`src/rtl/accum_drain_ctrl.sv`:
```
// Drain stage: reads LEN addresses from all accumulator lanes in lockstep
// and streams concatenated beats out through a 2-entry skid FIFO.
module accum_drain_ctrl #(
  parameter int NUM_UNITS  = 4,
  parameter int ADDR_WIDTH = 9,
  parameter int DATA_WIDTH = 64
) (
  input  logic                            clk,
  input  logic                            rstn,
  input  logic                            start,
  input  logic [ADDR_WIDTH-1:0]           base_addr,
  input  logic [ADDR_WIDTH:0]             len,
  output logic                            busy,
  output logic                            done,
  output logic [NUM_UNITS-1:0]            rd_en,
  output logic [NUM_UNITS*ADDR_WIDTH-1:0] rd_addr,
  input  logic [NUM_UNITS*DATA_WIDTH-1:0] rd_data,
  output logic                            out_valid,
  input  logic                            out_ready,
  output logic [NUM_UNITS*DATA_WIDTH-1:0] out_data,
  output logic                            out_last
);

  localparam int BW = NUM_UNITS * DATA_WIDTH;

  typedef enum logic [1:0] {
    S_IDLE,
    S_RUN,
    S_FLUSH,
    S_DONE
  } state_t;

  state_t                r_state;
  logic                  r_busy;
  logic                  r_done;
  logic [ADDR_WIDTH-1:0] r_addr;
  logic [ADDR_WIDTH:0]   r_remain;
  logic                  r_inflight;
  logic                  r_inflight_last;
  logic [BW-1:0]         r_d0;
  logic [BW-1:0]         r_d1;
  logic                  r_l0;
  logic                  r_l1;
  logic                  r_wptr;
  logic                  r_rptr;
  logic [1:0]            r_count;

  logic                  w_pop;
  logic                  w_push;
  logic                  w_issue;
  logic                  w_last_rd;
  logic [2:0]            w_occ;

  // Slots already committed once this cycle's pop retires; a read may
  // only be issued if its beat is guaranteed a FIFO slot on arrival.
  assign w_pop     = out_valid & out_ready;
  assign w_push    = r_inflight;
  assign w_occ     = {1'b0, r_count}
                   + {2'b00, r_inflight}
                   - {2'b00, w_pop};
  assign w_issue   = (r_state == S_RUN) && (w_occ < 3'd2);
  assign w_last_rd = (r_remain == {{ADDR_WIDTH{1'b0}}, 1'b1});

  assign busy      = r_busy;
  assign done      = r_done;
  assign rd_en     = {NUM_UNITS{w_issue}};
  assign rd_addr   = {NUM_UNITS{r_addr}};
  assign out_valid = (r_count != 2'd0);
  assign out_data  = out_valid ? (r_rptr ? r_d1 : r_d0) : '0;
  assign out_last  = out_valid & (r_rptr ? r_l1 : r_l0);

  // Command FSM: captures the command, walks the address range,
  // then waits for the last beat to leave before pulsing done.
  always_ff @(posedge clk or negedge rstn) begin
    if (!rstn) begin
      r_state  <= S_IDLE;
      r_busy   <= 1'b0;
      r_done   <= 1'b0;
      r_addr   <= '0;
      r_remain <= '0;
    end else begin
      unique case (r_state)
        S_IDLE: begin
          if (start) begin
            r_addr   <= base_addr;
            r_remain <= len;
            r_busy   <= 1'b1;
            if (len == '0) begin
              r_state <= S_DONE;
              r_done  <= 1'b1;
            end else begin
              r_state <= S_RUN;
            end
          end
        end
        S_RUN: begin
          if (w_issue) begin
            r_addr   <= r_addr + 1'b1;
            r_remain <= r_remain - 1'b1;
            if (w_last_rd) begin
              r_state <= S_FLUSH;
            end
          end
        end
        S_FLUSH: begin
          if (w_pop && out_last) begin
            r_state <= S_DONE;
            r_done  <= 1'b1;
          end
        end
        S_DONE: begin
          r_state <= S_IDLE;
          r_done  <= 1'b0;
          r_busy  <= 1'b0;
        end
        default: begin
          r_state <= S_IDLE;
        end
      endcase
    end
  end

  // Track the one-cycle read pipeline and tag the final read.
  always_ff @(posedge clk or negedge rstn) begin
    if (!rstn) begin
      r_inflight      <= 1'b0;
      r_inflight_last <= 1'b0;
    end else begin
      r_inflight      <= w_issue;
      r_inflight_last <= w_issue & w_last_rd;
    end
  end

  // Two-entry FIFO storage; returning read data lands at the write pointer.
  always_ff @(posedge clk or negedge rstn) begin
    if (!rstn) begin
      r_d0   <= '0;
      r_d1   <= '0;
      r_l0   <= 1'b0;
      r_l1   <= 1'b0;
      r_wptr <= 1'b0;
    end else if (w_push) begin
      if (r_wptr) begin
        r_d1 <= rd_data;
        r_l1 <= r_inflight_last;
      end else begin
        r_d0 <= rd_data;
        r_l0 <= r_inflight_last;
      end
      r_wptr <= ~r_wptr;
    end
  end

  // FIFO read pointer and occupancy; push+pop together leaves count alone.
  always_ff @(posedge clk or negedge rstn) begin
    if (!rstn) begin
      r_rptr  <= 1'b0;
      r_count <= 2'd0;
    end else begin
      if (w_pop) begin
        r_rptr <= ~r_rptr;
      end
      unique case (1'b1)
        (w_push & ~w_pop): r_count <= r_count + 1'b1;
        (~w_push & w_pop): r_count <= r_count - 1'b1;
        default:           r_count <= r_count;
      endcase
    end
  end

endmodule

```
`config.mk`:
```
export PLATFORM = sky130hd
export DESIGN_NAME = accum_drain_ctrl
export DESIGN_NICKNAME = d
export VERILOG_FILES = /design/src/rtl/accum_drain_ctrl.sv
export SDC_FILE = /design/constraint.sdc
export NUM_CORES = 1
export LEC_CHECK = 0
export CAP_MARGIN = 5
export CORE_MARGIN = 5
export CORE_UTILIZATION = 39
export CTS_CLUSTER_DIAMETER = 120
export CTS_CLUSTER_SIZE = 30
export DETAILED_ROUTE_END_ITERATION = 8
export PLACE_DENSITY = 0.76
export SYNTH_ARGS = -nofsm -noshare
export SYNTH_HDL_FRONTEND = slang
export SYNTH_SLANG_ARGS = --single-unit
```
`constraint.sdc`:
```
create_clock -name clk -period 3.9 [get_ports clk]
set_clock_uncertainty 0.2 [all_clocks]
set_input_delay 0.975 -clock clk [delete_from_list [all_inputs] [get_ports clk]]
set_output_delay 0.975 -clock clk [all_outputs]
set_load 0.005 [all_outputs]
```
## After elaboration in Yosys (flattened, before gate mapping)

Index checks and enable logic that the tools add are counted.

| operators by class | value |
|---|---|
| $add $sub $neg | 6 |
| $lt $le $gt $ge | 1 |
| eq/ne operators | 9 |
| multiplexer cells | 22 |
| bitwise gates (word level) | 9 |
| reduce and logical (&&, ||, !) cells | 15 |

Operator list:

| cell | count |
|---|---|
| $mux 256 | 2 |
| $mux 10 | 2 |
| $pmux 10 s2 | 1 |
| $mux 9 | 2 |
| $pmux 9 s2 | 1 |
| $eq 10x1->1 const B | 1 |
| $logic_not 10->1 | 1 |
| $mux 2 | 5 |
| $ne 2x2->1 const B | 5 |
| $sub 10x1->10 const B | 1 |
| $add 9x1->9 const B | 1 |
| $pmux 2 s4 | 1 |
| $reduce_and 4->1 | 2 |
| $reduce_bool 2->1 | 4 |
| $reduce_and 2->1 | 3 |
| $and 1x1->1 | 5 |
| $mux 1 | 5 |
| $eq 2x2->1 const B | 2 |
| $not 1->1 | 4 |
| $pmux 2 s2 | 1 |
| $add 2x1->3 | 1 |
| $lt 3x2->1 const B | 1 |
| $pmux 1 s3 | 1 |
| $reduce_and 3->1 | 1 |
| other kinds (8) | 9 |

| word-level totals | value |
|---|---|
| bits in registers | 543 |
| output and inout port bits | 300 |

## Logic depth before layout (Yosys ltp)

Gate-level depths: netlist of the first run.

| logic depth | value |
|---|---|
| word-level depth | 7 |
| mapped depth | 10 |

## Least setup slack after synthesis of the first run

OpenSTA, ideal clock, no wires.

| timing | value |
|---|---|
| path type | input to output |
| start | input port out_ready |
| end | output port rd_en[0] |
| data arrival time | 2.351 ns |
| data required time | 2.725 ns |
| slack | 0.374 ns |
| stages | 9 |
| buffers on the path | 1 |
| path through | nand2_1 > nor2_1 > o21ai_0 > fa_1 > xnor2_1 > and2_1 > nand2_1 > inv_1 > buf_4 |

| on the way | value |
|---|---|
| longest elaborated chain between the ends | 4 |

RTL lines:

| item | RTL line | source |
|---|---|---|
| start: declaration | 19 | `input logic out_ready,` |
| $and 1x1->1 | 56 | `assign w_pop = out_valid & out_ready;` |
| $sub 3x1->3 | 60 | `- {2'b00, w_pop};` |
| $lt 3x2->1 | 61 | `assign w_issue = (r_state == S_RUN) && (w_occ < 3'd2);` |
| $logic_and 1x1->1 | 61 |  |
| end: declaration | 15 | `output logic [NUM_UNITS-1:0] rd_en,` |

No other way between the ends.

## Final worst setup path of the first run

| timing | value |
|---|---|
| start | input port out_ready |
| end | output port rd_en[3] |

Same word-level chain as after synthesis.

==> results of run 1 <==
==> worst min path at each step <==
stage / to / slack [ns] / cells after the start
finish: r_d1[46]$_DFFE_PN0P_ / 0.20 / 1
global route: r_d1[46]$_DFFE_PN0P_ / 0.23 / 1
CTS: r_d1[46]$_DFFE_PN0P_ / 0.23 / 1
detailed placement: r_d1[81]$_DFFE_PN0P_ / 0.29 / 1
global placement: r_d1[210]$_DFFE_PN0P_ / 0.29 / 1
floorplan: r_wptr$_DFFE_PN0P_ / 0.26 / 1
==> what timing repair did <==
action,in CTS,in global routing
hold buffers,0,0
cloned,0,0
setup buffers,10,1
hold endpoints to repair,0,0
pin swaps,3,1
gates resized for setup,13,3
setup endpoints to repair,26,4
==> registers in the layout, indices dropped and copies added, names as in the netlist <==
signal           cells
r_count              2
r_d1               256
busy                 1
r_inflight_last      1
r_inflight           1
r_l0                 1
r_rptr               1
r_l1                 1
r_addr               9
r_remain            10
r_d0               256
r_wptr               1
done                 1
r_state              2
==> kinds of logic (layout without fill, tap and decap cells) <==
group	count (synthesis)	in the layout
XOR/XNOR	4	4
multiplexers	779	779
AO/OA/AOI/OAI	51	51
flip-flops	543	543
AND/OR/NAND/NOR	345	345
buffers and inverters	165	695
other	0	10
adder cells (fa/ha/maj)	9	9
==> layout make-up <==
type / count / area (um^2) / share of cell area (%)
flip-flops and latches: 543 / 13600 / 42.0
multi-input cells: 1188 / 10400 / 32.0
repair buffers: 657 / 6650 / 20.6
well taps: 846 / 1060 / 3.27
clock buffers: 24 / 558 / 1.73
clock inverters: 2 / 46.3 / 0.143
inverters: 12 / 45.0 / 0.139
diodes: 10 / 25.0 / 0.0774
==> cells in the final DEF, fill, tap and decap left out, types with 2 or more instances in the layout <==
master           instances
nand3_1                 13
buf_12                  20
buf_4                   58
xnor2_1                  2
o221ai_1                 2
or3_1                    2
a21oi_1                 17
mux2i_1                264
clkbuf_16               22
nand4b_1                 2
nor2_4                   2
mux2_2                 515
o22ai_1                  6
clkdlybuf4s15_1          2
and3_1                   3
ha_1                     8
clkbuf_1                 2
nor4_1                   2
a21o_1                   2
nor2_1                 271
dfrtp_1                542
diode_2                 10
nand2_1                 27
nor3_1                   6
or3b_2                   2
o21ai_0                 13
clkdlybuf4s50_1        572
nand2b_1                 3
dlygate4sd2_1            2
inv_1                   11
==> through the flow <==
stage	utilization, %	setup slack, ns	power (mW)
2_1_floorplan	-	0.374	18.0
3_3_place_gp	50.2	-0.656	23.8
3_5_place_dp	50.2	-0.723	24.4
4_1_cts	51.3	-0.0101	27.4
5_1_grt	51.3	-0.0109	28.9
6_report	51.4	0.0911	27.1
==> report_power, final <==
group	total (mW)	internal [mW]	switching, mW	leakage [nW]
registers	10.1	8.51	1.62	6.38
clock network	2.79	1.05	1.74	0.292
logic	14.2	8.30	5.88	7.16
==> per-layer routing <==
layer	share of wire, %	up-vias	track usage, %
met2	52	418	32.8
met1	39	8575	22.1
met3	5.9	103	3.69
li1	-	7576	-
met5	0.070	-	0
met4	3.1	6	5.93
==> synthesized netlist by cell type (all sizes together), types with 2 or more instances <==
cell	instances	share of area [%]
or3b	3	0.11
nor2b	2	0.051
nand2	28	0.42
nor3	7	0.16
buf	120	2.7
a21o	2	0.061
or3	2	0.051
ha	8	0.40
o21ai	14	0.28
mux2	515	23
mux2i	264	11
nand4b	2	0.071
and3	3	0.076
o221ai	2	0.071
xnor2	3	0.11
nand2b	4	0.11
clkbuf	33	0.50
o22ai	6	0.15
nor2	273	4.1
dfrtp	543	55
nand3	13	0.26
inv	12	0.18
nor4	2	0.051
a21oi	18	0.38
==> results.txt, run 1 <==
----------------------------------------------------
[Floorplan]
  Die W ... 262 um
  Initial core utilization ... 39.3%
  Core ar. ... 63000 um^2
  Standard-cell rows ... 92
  IO Count ... 579
  Die Y-Extent ... 262 um
  Area of the die ... 68600 um^2

[Setup path]
  Category of the worst setup path capture point ... output pin
  CP endpoint ... rd_en[3]
  Capture instance of the worst register-to-register path ... r_remain[8]$_DFFE_PN0P_
  Logic depth of the worst setup path including buffers ... 10
  Cell family with the largest share of critical-path delay ... buffers and inverters
  Setup slack of the worst register-to-register path ... 0.25 ns
  Reg2Reg Depth ... 19
  Most Frequent Cell on Critical Path ... nand2_1
  CP max stage cell ... fa_2
  Critical path class ... input pin to output pin
  Startpoint class of the critical path ... input pin
  Source of the worst register-to-register timing path ... r_count[0]$_DFFE_PN0P_
  Origin of the worst setup path ... out_ready
  Worst-path fanout max ... 5
  Critical path, cell by cell ... clkdlybuf4s15_2 > nand2_1 > nor2_4 > o21ai_2 > fa_2 > xnor2_2 > and2_1 > nand2_1 > inv_2 > dlygate4sd2_1
  Worst Path Buf+Inv ... 3
  WP data arrival ... 2.63 ns
  Largest incremental delay on the critical path ... 0.37 ns
  CP Data Required Time ... 2.72 ns

[Cells and area]
  Area overhead of the layout relative to synthesis ... 30.7%
  Final standard cell area without fillers ... 32300 um^2
  Fraction of layout cells with a size suffix above 1 ... 26.2%
  Final-stage net count ... 2712
  Number of filler cells placed in the layout ... 5355
  Non-filler cells, final ... 3282

[Global routing]
  Gr ovfl total ... 0
  Number of antenna violations at the first check in global routing ... 9
  Via count of the first global-routing pass ... 18400
  Total global-route track usage ... 18.3%
  Largest net degree at the start of global routing ... 123
  Wire length of the first global-routing pass ... 102 mm

[Timing]
  Transition time of the tightest slew-check pin ... 0.980 ns
  Final setup violation count ... 0
  Relative slew margins ... 34.7%
  Fmax ... 0.263 GHz
  Min Tclk post-route ... 3.81 ns
  Final max-slew violation count ... 0
  Final cycle utilization of the critical path ... 97.7%
  Worst Hold Margin ... 0.205 ns
  Setup Total Neg Slack ... 0 ns
  Hold Violations, Final ... 0

[Synthesis]
  Mapped Nets ... 2184
  Proportion of synthesized area in mux cells ... 34.1%
  Primary FF master, synth ... dfrtp_1
  Number of register bits inferred by synthesis ... 543
  Simple-gate share of the synthesized area ... 5.70%
  Number of standard cells after synthesis ... 1896
  XOR/XNOR share of the synthesized area ... 0.142%
  Area fraction in compound gates after synthesis ... 1.23%
  Count of flip-flops with a built-in enable after synthesis ... 0
  Fraction of the mapped netlist area in adder cells ... 0.486%
  Mean area per synthesized cell ... 13.0 um^2
  Sequential share of the synthesized area ... 54.9%
  Dominant combinational cell family by area after synthesis ... multiplexers
  Netlist cell types ... 47
  Cell area after synthesis ... 24700 um^2
  Yosys Warn Count ... 0
  Share of synthesized flip-flops with an asynchronous set or reset ... 100%

[CTS]
  Number of buffers on the longest clock path ... 3
  Htree depth ... 1
  CTS tree ... built
  Clk root buf ... clkbuf_16
  Clock Sink Count ... 543
  Number of clock buffers inserted by TritonCTS ... 22
  Clk Latency, worst-skew pair ... 0.58 ns
  Clock-pin transition on the worst setup and hold timing paths ... 0.12 ns

[Place]
  Post-detailed-placement half-perimeter wirelength ... 46.9 mm
  Placed Area ... 31600 um^2
  Placed cells ... 3235
  Port Buf Inserts ... 578
  Weighted congestion reported at the end of routability-driven placement ... 0.854

[Detailed routing]
  Vias per cell ... 5.08
  Sum of routed wire length over all layers ... 65.4 mm
  Remaining antenna violation count after routing ... 0
  Number of vias after detailed routing ... 16700
  Initial DRC count ... 735
  Per-cell routed wire length ... 19.9 um
  First-pass DRT Iterations ... 4
  Drt drc ... 0

[Worst hold path]
  Path category of the worst min-delay check ... input pin to async pin

[Pwr]
  IR drop worst, VDD ... 0.000541 V
  Power per Cell Area ... 838 nW/um^2
  Leakage component of the power ... 13.8 nW

[Status]
  Result of the run ... finished clean

[Flow run]
  Max-cap violations ... 0

----------------------------------------------------
No activity file was read; power rests on OpenSTA's default activity.
==> run 2: changes to the inputs <==
--- a/config.mk
+++ b/config.mk
@@ -11,6 +11,7 @@
 export CTS_CLUSTER_DIAMETER = 120
 export CTS_CLUSTER_SIZE = 30
 export DETAILED_ROUTE_END_ITERATION = 8
+export GPL_ROUTABILITY_DRIVEN = 0
 export PLACE_DENSITY = 0.76
 export SYNTH_ARGS = -nofsm -noshare
 export SYNTH_HDL_FRONTEND = slang
==> results of run 2 <==
Same layout as run 1: the final DEF is identical, and so are final timing and power.
==> run 3: changes to the inputs <==
--- a/config.mk
+++ b/config.mk
@@ -6,12 +6,14 @@
 export NUM_CORES = 1
 export LEC_CHECK = 0
 export CAP_MARGIN = 5
+export CORE_ASPECT_RATIO = 0.8
 export CORE_MARGIN = 5
 export CORE_UTILIZATION = 39
 export CTS_CLUSTER_DIAMETER = 120
 export CTS_CLUSTER_SIZE = 30
 export DETAILED_ROUTE_END_ITERATION = 8
 export GPL_ROUTABILITY_DRIVEN = 0
+export HOLD_SLACK_MARGIN = 0.03
 export PLACE_DENSITY = 0.76
 export SYNTH_ARGS = -nofsm -noshare
 export SYNTH_HDL_FRONTEND = slang
==> run 3 against run 2 <==
Against the previous run: routed wire length decreased by 0.74%; fmax increased by 0.58%; largest power group unchanged; non-clock buffer count decreased by 12.
==> results.txt, run 3 (same netlist as run 1, synthesis figures left out) <==
----------------------------------------------------
[Setup path]
  Worst-path fanout max ... 120 (+115)
  Logic depth of the worst setup path including buffers ... 5 (-5)
  Critical path class ... flip-flop to output pin
  WP data arrival ... 2.61 ns (-0.02 ns)
  Startpoint class of the critical path ... flip-flop
  Capture instance of the worst register-to-register path ... r_state[1]$_DFFE_PN0P_
  Setup slack of the worst register-to-register path ... 1.17 ns (+0.92 ns)
  Critical path, cell by cell ... buf_4 > nor2_4 > clkbuf_16 > nor2_1 > clkdlybuf4s50_1
  Worst Path Buf+Inv ... 3 (unchanged)
  CP Data Required Time ... 2.72 ns (about the same)
  Origin of the worst setup path ... r_count[1]$_DFFE_PN0P_
  Cell family with the largest share of critical-path delay ... buffers and inverters
  CP max stage cell ... clkdlybuf4s50_1
  CP endpoint ... out_data[128]
  Largest incremental delay on the critical path ... 0.60 ns (+0.23 ns)
  Source of the worst register-to-register timing path ... r_count[0]$_DFFE_PN0P_
  Category of the worst setup path capture point ... output pin
  Reg2Reg Depth ... 9 (-10)

[Detailed routing]
  Remaining antenna violation count after routing ... 0 (unchanged)
  Number of vias after detailed routing ... 16600 (-0.50%)
  First-pass DRT Iterations ... 4 (unchanged)
  Routed length on met3 ... 3.54 mm (-7.7%)
  Highest routed layer ... met5
  Sum of routed wire length over all layers ... 64.9 mm (-0.74%)
  Met2 routed wirelength ... 31.8 mm (-6.2%)
  Vias per cell ... 5.09 (+0.17%)
  Met1 WL ... 27.8 mm (+8.6%)
  Per-cell routed wire length ... 19.9 um (about the same)
  Initial DRC count ... 842 (+15%)
  Drt drc ... 0 (unchanged)

[Floorplan]
  Standard-cell rows ... 82 (-11%)
  Core ar. ... 62800 um^2 (-0.28%)
  Die W ... 292 um (+11%)
  IO Count ... 579 (unchanged)
  Die Y-Extent ... 235 um (-10%)
  Initial core utilization ... 39.4% (+0.11 points)
  Area of the die ... 68600 um^2 (about the same)

[Status]
  Result of the run ... finished clean

[Pwr]
  Clock share of power ... 10.5% (+0.2 points)
  IR drop worst, VDD ... 0.000509 V (-5.9%)
  Power per Cell Area ... 837 nW/um^2 (-0.18%)
  Relative contribution of combinational cells to total power ... 52.1% (-0.2 points)
  Leakage component of the power ... 13.8 nW (-0.14%)
  Power dissipated by switching net loads ... 9.18 mW (-0.65%)
  Relative contribution of sequential cells to total power ... 37.4% (about the same)
  Net switching fraction of the power ... 34.0% (-0.081 points)
  Pint ... 17.8 mW (-0.29%)

[Timing]
  Final cycle utilization of the critical path ... 97.1% (-0.56 points)
  Relative slew margins ... 48.6% (+14 points)
  Final setup violation count ... 0 (unchanged)
  Hold Violations, Final ... 0 (unchanged)
  Fmax ... 0.264 GHz (+0.58%)
  Transition time of the tightest slew-check pin ... 0.771 ns (-0.209 ns)
  Min Tclk post-route ... 3.79 ns (-0.0218 ns)
  Setup Total Neg Slack ... 0 ns (unchanged)
  Worst Hold Margin ... 0.138 ns (-0.0663 ns)
  Final max-slew violation count ... 0 (unchanged)

[Cells and area]
  Number of filler cells placed in the layout ... 5357 (+0.037%)
  Most frequent standard cell in the layout excluding fill and tap cells ... clkdlybuf4s50_1
  Fraction of layout cells with a size suffix above 1 ... 25.9% (-0.28 points)
  Final-stage net count ... 2700 (-0.44%)
  Most frequent cells in the layout ... 571 x clkdlybuf4s50_1, 542 x dfrtp_1, 515 x mux2_2
  Area overhead of the layout relative to synthesis ... 30.4%
  Top flop regs ... r_d0 x256, r_d1 x256, r_remain x10
  Non-filler cells, final ... 3260 (-0.67%)

[CTS]
  Number of buffers on the longest clock path ... 3 (unchanged)
  Clk root buf ... clkbuf_16
  Clk Latency, worst-skew pair ... 0.59 ns (about the same)
  Clock Sink Count ... 543 (unchanged)
  Number of clock buffers inserted by TritonCTS ... 22 (unchanged)
  Hold Buf Count CTS ... 0 (unchanged)
  Htree depth ... 1 (unchanged)
  Clock-pin transition on the worst setup and hold timing paths ... 0.12 ns (about the same)
  CTS tree ... built

[Global routing]
  Via count of the first global-routing pass ... 18100 (-1.6%)
  Number of antenna violations at the first check in global routing ... 11 (+2)
  Wire length of the first global-routing pass ... 103 mm (+0.78%)
  Gr ovfl total ... 0 (unchanged)
  Total global-route track usage ... 18.2% (-0.096 points)
  Largest net degree at the start of global routing ... 121 (-1.6%)

[Worst hold path]
  Path category of the worst min-delay check ... input pin to async pin

[Place]
  Port Buf Inserts ... 578 (unchanged)
  Post-detailed-placement half-perimeter wirelength ... 46.4 mm (-0.99%)
  Placed cells ... 3225 (-0.31%)

[Flow run]
  Max-cap violations ... 0 (unchanged)

----------------------------------------------------
[run 3: cell types whose count changed in the layout (fill, tap and decap cells not counted), moves of 2 or more]
| cell | before | now |
|---|---|---|
| buf_12 | 20 | 22 |
| buf_4 | 58 | 44 |
| clkbuf_16 | 22 | 24 |
| clkdlybuf4s15_1 | 2 | 0 |
| diode_2 | 10 | 6 |
| dlygate4sd2_1 | 2 | 4 |
| nor2_2 | 0 | 2 |
[run 3: power groups by stage]
stage          Combinational (mW)  Sequential (mW)  Clock, mW
3_5_place_dp                 14.2             10.2          0
2_1_floorplan                8.28             9.67          0
5_1_grt                      15.2             10.4       3.15
6_report                     14.1             10.1       2.84
3_3_place_gp                 13.9             9.98          0
4_1_cts                      14.3             10.1       2.97
[run 3: layout make-up]
| cell class | instances | area (um^2) | area share (%) |
|---|---|---|---|
| diodes | 6 | 15.0 | 0.0465 |
| clock buffers | 24 | 579 | 1.80 |
| clock inverters | 2 | 37.5 | 0.116 |
| inverters | 12 | 45.0 | 0.140 |
| multi-input cells | 1188 | 10400 | 32.1 |
| flip-flops and latches | 543 | 13600 | 42.1 |
| well taps | 840 | 1050 | 3.26 |
| repair buffers | 645 | 6590 | 20.4 |
[run 3: worst min-delay path by stage]
stage / from / endpoint / slack [ns]
detailed placement: r_d1[29]$_DFFE_PN0P_ / r_d1[29]$_DFFE_PN0P_ / 0.29
global route: rstn / r_l0$_DFFE_PN0P_ / 0.13
CTS: rstn / r_l0$_DFFE_PN0P_ / 0.11
finish: rstn / done$_DFFE_PN0P_ / 0.14
global placement: r_d1[93]$_DFFE_PN0P_ / r_d1[93]$_DFFE_PN0P_ / 0.29
floorplan: r_wptr$_DFFE_PN0P_ / r_wptr$_DFFE_PN0P_ / 0.26
[run 3: metrics by stage]
stage	utilization (%)	worst slack [ns]	cell area, um^2	power [mW]
global route	51.4	-0.00916	32300	28.8
detailed placement	50.3	-0.633	31600	24.4
global placement	50.3	-0.650	31600	23.8
CTS	51.3	0.0343	32200	27.3
finish	51.4	0.113	32300	27.0
floorplan	-	0.374	24700	18.0
[run 3: repair_timing]
action	CTS	global route
pin swaps	3	0
buffers inserted	3	0
gates resized for setup	13	4
setup endpoints to repair	7	4
[run 3: routing by layer]
metal  global-route usage (%)  up-vias
li1                         -     7572
met4                     4.56        8
met2                     30.8      385
met3                     4.18       92
met1                     23.8     8537
met5                        0        -
